==> src/rtl/fifo_traffic_gen.sv <==
// fifo_traffic_gen: writes an incrementing data burst into a FIFO, reads it back and checks it
module fifo_traffic_gen #(
    parameter int WIDTH        = 8,
    parameter int READ_LATENCY = 1,
    parameter int TIMEOUT      = 255
) (
    input  logic             clk,
    input  logic             rst_n,
    input  logic             ena,
    input  logic             start,
    input  logic [3:0]       burst_len,
    input  logic [WIDTH-1:0] seed,
    input  logic             full,
    input  logic             empty,
    input  logic [WIDTH-1:0] rd_data,
    output logic             wr_en,
    output logic [WIDTH-1:0] wr_data,
    output logic             rd_en,
    output logic             busy,
    output logic             done,
    output logic             pass,
    output logic             timeout,
    output logic [3:0]       err_count
);
    typedef enum logic [1:0] {IDLE, FILL, DRAIN, DONE} state_t;
    localparam logic [7:0] STALL_MAX = 8'(TIMEOUT);

    state_t                  state_q;
    logic [4:0]              n_q, wr_cnt_q, rd_cnt_q, chk_cnt_q, chk_cnt_d;
    logic [WIDTH-1:0]        wr_pat_q, exp_pat_q, exp_pat_d;
    logic [7:0]              stall_q, stall_d;
    logic [3:0]              err_q, err_d;
    logic [READ_LATENCY-1:0] vld_q, vld_d;
    logic                    pass_q, timeout_q, vld_out, stalled;

    assign busy      = state_q == FILL || state_q == DRAIN;
    assign done      = state_q == DONE;
    assign wr_en     = state_q == FILL && ena && !full && wr_cnt_q < n_q;
    assign rd_en     = state_q == DRAIN && ena && !empty && rd_cnt_q < n_q;
    assign wr_data   = wr_pat_q;
    assign pass      = pass_q;
    assign timeout   = timeout_q;
    assign err_count = err_q;

    // read-check pipeline and stall watchdog next-state; the check path ignores ena
    always_comb begin
        vld_out   = vld_q[READ_LATENCY-1];
        vld_d     = READ_LATENCY'({vld_q, rd_en});
        err_d     = (vld_out && rd_data != exp_pat_q && err_q != 4'd15) ? err_q + 4'd1 : err_q;
        exp_pat_d = vld_out ? exp_pat_q + WIDTH'(1) : exp_pat_q;
        chk_cnt_d = vld_out ? chk_cnt_q + 5'd1 : chk_cnt_q;
        stall_d   = (wr_en || vld_out) ? 8'd0 : (busy && ena) ? stall_q + 8'd1 : stall_q;
        stalled   = busy && ena && stall_d == STALL_MAX;
    end

    // burst FSM with counters, data patterns and the sticky result flags
    always_ff @(posedge clk or negedge rst_n) begin
        if (!rst_n) begin
            state_q   <= IDLE;
            n_q       <= '0;
            wr_cnt_q  <= '0;
            rd_cnt_q  <= '0;
            chk_cnt_q <= '0;
            wr_pat_q  <= '0;
            exp_pat_q <= '0;
            stall_q   <= '0;
            err_q     <= '0;
            vld_q     <= '0;
            pass_q    <= 1'b0;
            timeout_q <= 1'b0;
        end else begin
            vld_q     <= vld_d;
            err_q     <= err_d;
            exp_pat_q <= exp_pat_d;
            chk_cnt_q <= chk_cnt_d;
            stall_q   <= stall_d;
            if (wr_en) begin
                wr_pat_q <= wr_pat_q + WIDTH'(1);
                wr_cnt_q <= wr_cnt_q + 5'd1;
            end
            if (rd_en) rd_cnt_q <= rd_cnt_q + 5'd1;
            if (stalled) begin
                state_q   <= DONE;
                timeout_q <= 1'b1;
                pass_q    <= 1'b0;
                vld_q     <= '0;
            end else if (ena) begin
                case (state_q)
                    IDLE: if (start) begin
                        state_q   <= FILL;
                        n_q       <= {burst_len == 4'd0, burst_len};
                        wr_pat_q  <= seed;
                        exp_pat_q <= seed;
                        wr_cnt_q  <= '0;
                        rd_cnt_q  <= '0;
                        chk_cnt_q <= '0;
                        stall_q   <= '0;
                        err_q     <= '0;
                        pass_q    <= 1'b0;
                        timeout_q <= 1'b0;
                    end
                    FILL: if (wr_en && wr_cnt_q == n_q - 5'd1) state_q <= DRAIN;
                    DRAIN: if (chk_cnt_d == n_q) begin
                        state_q <= DONE;
                        pass_q  <= err_d == 4'd0;
                    end
                    DONE: state_q <= IDLE;
                endcase
            end
        end
    end
endmodule

==> config.mk <==
export PLATFORM = sky130hd
export DESIGN_NAME = fifo_traffic_gen
export DESIGN_NICKNAME = d
export VERILOG_FILES = /design/src/rtl/fifo_traffic_gen.sv
export SDC_FILE = /design/constraint.sdc
export NUM_CORES = 1
export LEC_CHECK = 0
export CAP_MARGIN = 20
export CORE_UTILIZATION = 52
export CTS_BUF_LIST = sky130_fd_sc_hd__clkbuf_4
export CTS_CLUSTER_SIZE = 14
export DETAILED_ROUTE_END_ITERATION = 7
export MAX_ROUTING_LAYER = met4
export PLACE_DENSITY = 0.87
export SYNTH_ARGS = -nofsm -noshare
export SYNTH_HDL_FRONTEND = slang
export SYNTH_SLANG_ARGS = --single-unit
export TNS_END_PERCENT = 10
==> constraint.sdc <==
create_clock -name clk -period 3.9 [get_ports clk]
set_clock_uncertainty 0.15 [all_clocks]
set_input_delay 0.78 -clock clk [delete_from_list [all_inputs] [get_ports clk]]
set_output_delay 0.78 -clock clk [all_outputs]
set_load 0.02 [all_outputs]
* Word level (Yosys, flattened, before mapping)
Cells that the tools add are included.
Operators by class: equal/unequal tests 11, mux-type cells 51, $add $sub $neg 8, bitwise operators 1, shift-type cells 0, div/mod/pow operators 0, reduce and logical (&&, ||, !) cells 26, $lt $le $gt $ge 2, multipliers 0
Operators by type and width (count):
- $mux 8 | 16
- $mux 5 | 15
- $add 8x1->8 const B | 3
- $mux 4 | 5
- $add 5x1->5 const B | 3
- $reduce_and 4->1 | 3
- $logic_and 1x1->1 | 11
- $eq 5x5->1 | 2
- $lt 5x5->1 | 2
- $mux 2 | 5
- $eq 8x8->1 const B | 1
- $logic_not 4->1 | 2
- $mux 1 | 8
- $ne 8x8->1 | 1
- $pmux 2 s4 | 1
- $ne 3x2->1 const B | 2
- $reduce_bool 2->1 | 3
- $sub 5x1->5 const B | 1
- $add 4x1->4 const B | 1
- $eq 2x2->1 const B | 2
- $ne 4x4->1 const B | 1
- $ne 3x3->1 const B | 1
- $reduce_and 3->1 | 1
- $reduce_bool 3->1 | 1
- other kinds (6) | 8
Storage, ports and cells: bits in registers 53, memories 0, logic and storage cells 111, memory bits (writable) 0, latch bits 0, output and inout bits 18, bits of input ports 26, bits in read-only memories 0

* Depth between registers and ports, before layout
Gate-level depths: netlist of the first run.
depth in word-level cells 10, depth in mapped cells 11, mapped depth without buffers 9

* Worst setup path before layout of the first run
No wires, ideal clock.
kind input-to-output, start in ena, end out wr_en, buffers on the path 3, path slack 0.956 ns, data required time 2.970 ns, arrival time 2.014 ns, cell stages on the path 6, path through buf_4 > nand4bb_1 > a21oi_1 > and2_1 > buf_2 > buf_1
Between the ends: word-level cells in the longest chain between the ends 3
RTL lines:
- from (decl) | line 9 | input logic ena,
- $logic_and 1x1->1 (3 in a row) | line 38 | assign wr_en = state_q == FILL && ena && !full && wr_cnt_q < n_q;
- to (decl) | line 16 | output logic wr_en,
Every way passes these cells.

* Worst setup path after layout of the first run
start reg n_q[1], end out wr_en
Between the ends: word-level cells in the longest chain between the ends 2
RTL lines:
- from (decl) | line 29 | logic [4:0] n_q, wr_cnt_q, rd_cnt_q, chk_cnt_q, chk_cnt_d;
- from (signal assigned) | line 91 | n_q <= {burst_len == 4'd0, burst_len};
- $lt 5x5->1 | line 38
- $logic_and 1x1->1 | line 38
Every way passes these cells.

==> flow_summary.yaml, run 1 <==
global_route:
  overflow: 0
  grt_pass1_vias: 2490
  antenna_found_initial: 0
  grt_max_degree: 37
  track_usage: 0.232
  grt_pass1_wl_um: 11600
floorplanning:
  core-area_um2: 6060
  ios: 44
  dieWidth_um: 82.3
  num_rows: 28
  start_util: 0.553
  die_y_um: 82.3
  die-area_um2: 6770
clock_network:
  cts_tree: "done"
  cts-root-buf: "clkbuf_4"
  clock_sinks: 53
  htreeDepth: 2
  clk_latency_ns: 0.38
  path_clk_slew_ns: 0.17
  cts_buffer_depth: 2
  postCtsSetupBuffers: 0
  cts_inserted_buffers: 5
  cts_hold_buf: 0
  ctsResizeCount: 0
layout:
  antenna_cells: 0
  synthToLayoutAreaGrowth_pct: 17.0
  seqCellArea_um2: 1330
  drive_gt1_frac: 0.122
  multi_input_area_um2: 1890
  n_fill_cell: 489
  final_nets: 417
yosys:
  syn_avg_cell_area_um2: 10.4
  synth-seq-cells: 53
  synth_edf_count: 0
  ys_seq_area_frac: 0.396
  synth-async-reset-ratio: 1.00
  syn_area_um2: 3350
  ys.flop_type: "dfrtp_1"
  yosysWarnings: 0
  synthCells: 323
  synth_nets: 371
  synth.distinct_cells: 51
drt:
  route.detailed.wl_per_inst_um: 15.7
  drt-pass1-iter-count: 4
  dr_total_vias: 2491
  ant_nets: 0
  drtIter0Drc: 126
  drc: 0
  vias_per_cell: 5.60
  wl_um: 7000
pwr:
  internal-power_mw: 1.56
  swShare: 0.423
  leakage_nw: 1.72
  p_sw_mw: 1.14
  clkPwrFrac: 0.099
  p_per_area_nw_per_um2: 688
  combPwrFrac: 0.513
  seqPwrFrac: 0.389
  irDropWorstVdd_mv: 0.380
critical_path:
  crit_arrival_ns: 2.69
  cp-startpoint: "n_q[1]"
  cp_max_fo: 4
  end_kind: "output port"
  crit_path_cell_trace: "inv_1, ha_1, nor2b_1, o31ai_1, and2_1, clkdlybuf4s50_1"
  crit_buf_inv: 2
  worstSetupStartpointType: "register"
  critical_path_class: "register to output port"
  crit_slowest_cell: "clkdlybuf4s50_1"
  worstReg2RegStart: "state_q[0]"
  cp_slowest_stage_delay_ns: 0.61
  crit_family: "buffers and inverters"
  crit_required_ns: 2.97
timing:
  tns_ns: 0
  worst_slew_pin_slew_ns: 0.818
  fin_crit_ns: 3.62
  drv_slew: 0
  fin_ws_ns: 0.275
  rsz0062_at_grt: "false"
  setup_violations: 0
  hold_viol: 0
  clock.fmax_mhz: 276
  max_slew_margin: 0.455
  period_share: 0.929
place:
  hpwl_um: 5330
  gp_congestion: 0.878
  pre_cts_slack_ns: 0.411
  port_buffers: 43
outcome:
  status: "finished, final reports clean"
run:
  drv_cap: 0
min_path:
  hold_class: "input pin to async pin"
[per-stage QoR]
stage	utilization	area (um^2)	hold WS, ns	std cells	total power, mW
after floorplan	-	3350	0.334	323	1.99
after global placement	0.637	3860	0.377	437	2.36
after detailed placement	0.637	3860	0.404	437	2.43
after CTS	0.647	3920	0.329	445	2.71
after global routing	0.647	3920	0.368	445	2.91
final	0.647	3920	0.315	445	2.70
[Yosys cell counts, types with 4 or more instances]
cell      n  area share
a21oi_1   6      0.0090
and2_1    5      0.0093
dfrtp_1  53        0.40
ha_1     22       0.082
inv_1    14       0.016
mux2_2    6       0.020
mux2_4   11       0.049
mux2i_1   6       0.018
nand2_1  21       0.024
nand3_1  12       0.018
nand4_1  12       0.022
nor2_1   28       0.031
nor2b_1   4      0.0075
nor3_1    6      0.0090
nor4_2    5       0.019
o21ai_1   6      0.0090
xnor2_1  25       0.065
xor2_1   30       0.078
[worst paths after layout]
check | depth (start not counted) | slack (ns) | end
max in group asynchronous | 2 | 2.54 | rd_cnt_q[0]
worst max register to register | 10 | 0.88 | stall_q[1]
worst min register to register | 2 | 0.43 | rd_cnt_q[4]
min in group clk | 2 | 0.43 | rd_cnt_q[4]
worst min-delay path | 1 | 0.32 | wr_cnt_q[3]
worst max-delay path | 6 | 0.28 | wr_en
[logic make-up (layout without fill, tap and decap cells)]
kind of cell               Yosys count  in the layout  synth area share
AOI/OAI and AO/OA                   32             32            0.0660
and+or+nand+nor                    112            112             0.184
muxes                               23             23            0.0873
adders and majority gates           22             22            0.0821
DFF                                 53             53             0.396
xor gates and xnor gates            55             55             0.144
buffers and inverters               26             73            0.0414
[state kept, by name, summed over array words and instances (netlist names)]
name / flops
exp_pat_q: 8
rd_cnt_q: 5
err_count: 4
wr_data: 8
state_q: 2
n_q: 5
chk_cnt_q: 5
timeout: 1
stall_q: 8
pass: 1
vld_out: 1
wr_cnt_q: 5
[routing by layer]
layer / vias up / track usage / wire [um]
li1: 1226 / - / -
met1: 1210 / 0.297 / 3200
met2: 45 / 0.388 / 3530
met3: 10 / 0.0297 / 176
met4: 0 / 0.0632 / 99
met5: - / - / 0
[power groups by stage]
stage / Sequential [mW] / Clock, mW / Combinational, mW
after global placement: 1.04 / 0 / 1.31
after global routing: 1.08 / 0.291 / 1.54
after CTS: 1.05 / 0.271 / 1.39
after detailed placement: 1.06 / 0 / 1.38
after floorplan: 1.05 / 0 / 0.934
final: 1.05 / 0.267 / 1.38
[final cells by class]
class | count | share of cell area
multi-input combinational | 244 | 0.482
sequential | 53 | 0.338
timing repair buffer | 51 | 0.127
tap | 75 | 0.0239
inverter | 14 | 0.0134
clock buffer | 5 | 0.00957
clock inverter | 3 | 0.00638
[cell usage in the layout, fill, tap and decap left out, types with 2 or more instances in the layout]
cell type and count:
dfrtp_1 53, clkdlybuf4s50_1 42, xor2_1 30, nor2_1 28, xnor2_1 25, ha_1 22, nand2_1 21, inv_1 14
nand4_1 12, nand3_1 12, mux2_4 11, buf_4 7, a21oi_1 6, nor3_1 6, mux2i_1 6, mux2_2 6
o21ai_1 6, nor4_2 5, clkbuf_4 5, nor2b_1 4, and2_1 4, nor4b_1 3, nor4_1 3, a21o_1 2
a31oi_1 2, and3_1 2, or3_1 2, o31ai_1 2, o21ai_0 2, and4_1 2, a211oi_1 2
Note: power is estimated with default switching activity, not from simulation.
==> run 2, diff against run 1 <==
--- a/config.mk
+++ b/config.mk
@@ -12,6 +12,7 @@
 export DETAILED_ROUTE_END_ITERATION = 7
 export MAX_ROUTING_LAYER = met4
 export PLACE_DENSITY = 0.87
+export SETUP_SLACK_MARGIN = 0.3
 export SYNTH_ARGS = -nofsm -noshare
 export SYNTH_HDL_FRONTEND = slang
 export SYNTH_SLANG_ARGS = --single-unit
==> flow_summary.yaml, run 2 (synthesis results as in run 1) <==
critical_path:
  critical_path_class: "register to output port"
  crit_arrival_ns: 2.56
  end_kind: "output port"
  crit_required_ns: 2.97
  crit_path_cell_trace: "inv_1, ha_1, nor2b_1, o31ai_2, and2_1, clkdlybuf4s50_1"
  crit_buf_inv: 2
  rr_endpoint: "stall_q[1]"
  cp_slowest_stage_delay_ns: 0.61
  rrSetupSlack_ns: 0.87
  worstSetupStartpointType: "register"
  crit_slowest_cell: "clkdlybuf4s50_1"
  ff2ff_path_depth: 10
  worstReg2RegStart: "state_q[0]"
  crit_family: "buffers and inverters"
  cp_max_fo: 4
floorplanning:
  core-area_um2: 6060
  num_rows: 28
  ios: 44
  die-area_um2: 6770
  die_y_um: 82.3
  start_util: 0.553
  dieWidth_um: 82.3
pwr:
  finalPower_mw: 2.71
  leakage_nw: 1.72
  irDropWorstVdd_mv: 0.380
  p_per_area_nw_per_um2: 691
layout:
  antenna_cells: 0
  mostFrequentLayoutCells: "dfrtp_1, clkdlybuf4s50_1, xor2_1"
  final_nets: 417
  drive_gt1_frac: 0.124
  final_common_cell: "dfrtp_1"
  n_fill_cell: 489
  fin_util: 0.648
  synthToLayoutAreaGrowth_pct: 17.1
drt:
  route.detailed.wl_per_inst_um: 15.8
  drc: 0
  dr_total_vias: 2509
  vias_per_cell: 5.64
  drt-pass1-iter-count: 4
  drtIter0Drc: 109
  wl_um: 7020
  ant_nets: 0
timing:
  fin_crit_ns: 3.49
  drv_slew: 0
  clock.fmax_mhz: 286
  max_slew_margin: 0.452
  rsz0062_at_grt: "false"
  worst_slew_pin_slew_ns: 0.822
  period_share: 0.896
  hold_viol: 0
  setup_violations: 0
  tns_ns: 0
  fin_ws_ns: 0.407
  holdWs_ns: 0.312
clock_network:
  cts_inserted_buffers: 5
  clk_latency_ns: 0.39
  htreeDepth: 2
  cts_tree: "done"
  path_clk_slew_ns: 0.17
  cts-root-buf: "clkbuf_4"
  postCtsSetupBuffers: 0
  clock_sinks: 53
  cts_buffer_depth: 2
global_route:
  top_usage_layer: "met2"
  antenna_found_initial: 0
  use_met3: 0.0308
  grt.met2_usage: 0.391
  grt_pass1_wl_um: 11600
  overflow: 0
  grt_pass1_vias: 2510
  track_usage: 0.233
  grt_use_met1: 0.295
  grt_max_degree: 37
place:
  hpwl_um: 5330
  pre_cts_slack_ns: 0.411
  gp_congestion: 0.878
  port_buffers: 43
run:
  drv_cap: 0
outcome:
  status: "finished, final reports clean"
min_path:
  hold_class: "input pin to async pin"
[run 2: changes by cell type in the layout (fill, tap and decap cells not counted)]
cell	before	now
o31ai_1	2	1
o31ai_2	0	1
[run 2: where the power goes]
part | leakage [nW] | internal [mW] | switching [mW]
Clock | 0.0318 | 0.0740 | 0.195
Sequential | 0.679 | 0.758 | 0.290
Combinational | 1.00 | 0.728 | 0.667
Total | 1.72 | 1.56 | 1.15
[run 2: stage by stage]
step / instances / area (um^2)
2_1_floorplan: 323 / 3350
3_3_place_gp: 437 / 3860
3_5_place_dp: 437 / 3860
4_1_cts: 445 / 3930
5_1_grt: 445 / 3930
6_report: 445 / 3930
[run 2: cell type report]
class	instances	area (um^2)	area share
clock buffers	5	37.5	0.00956
clock inverters	3	25.0	0.00637
inverters	14	52.6	0.0134
multi-input cells	244	1890	0.482
flip-flops and latches	53	1330	0.338
well taps	75	93.8	0.0239
repair buffers	51	498	0.127
[run 2: per-layer routing]
layer	vias to the layer above	part of all wire	wire, um
met5	-	0	0
met4	0	0.014	97
met3	9	0.027	191
met2	55	0.51	3560
met1	1216	0.45	3170
li1	1229	-	-
[run 2: what timing repair did]
item                                    4_1_cts  5_1_grt
hold endpoints to repair                      0        0
endpoints found under the setup margin        1        0
hold buffers                                  0        0
gates resized for setup                       1        0
[run 2: worst max-delay path by stage]
stage,from,end,slack (ns),cells past startpoint
global route,n_q[1],wr_en,0.30,6
CTS,n_q[1],wr_en,0.43,6
floorplan,ena,wr_en,0.96,6
detailed placement,ena,stall_q[1],0.41,9
global placement,ena,rd_en,0.47,5
finish,n_q[1],wr_en,0.41,6
==> run 3, diff against run 2 <==
--- a/config.mk
+++ b/config.mk
@@ -12,7 +12,6 @@
 export DETAILED_ROUTE_END_ITERATION = 7
 export MAX_ROUTING_LAYER = met4
 export PLACE_DENSITY = 0.87
-export SETUP_SLACK_MARGIN = 0.3
 export SYNTH_ARGS = -nofsm -noshare
 export SYNTH_HDL_FRONTEND = slang
 export SYNTH_SLANG_ARGS = --single-unit
==> results of run 3 <==
Same layout as run 1: the final DEF is identical, and so are final timing and power.
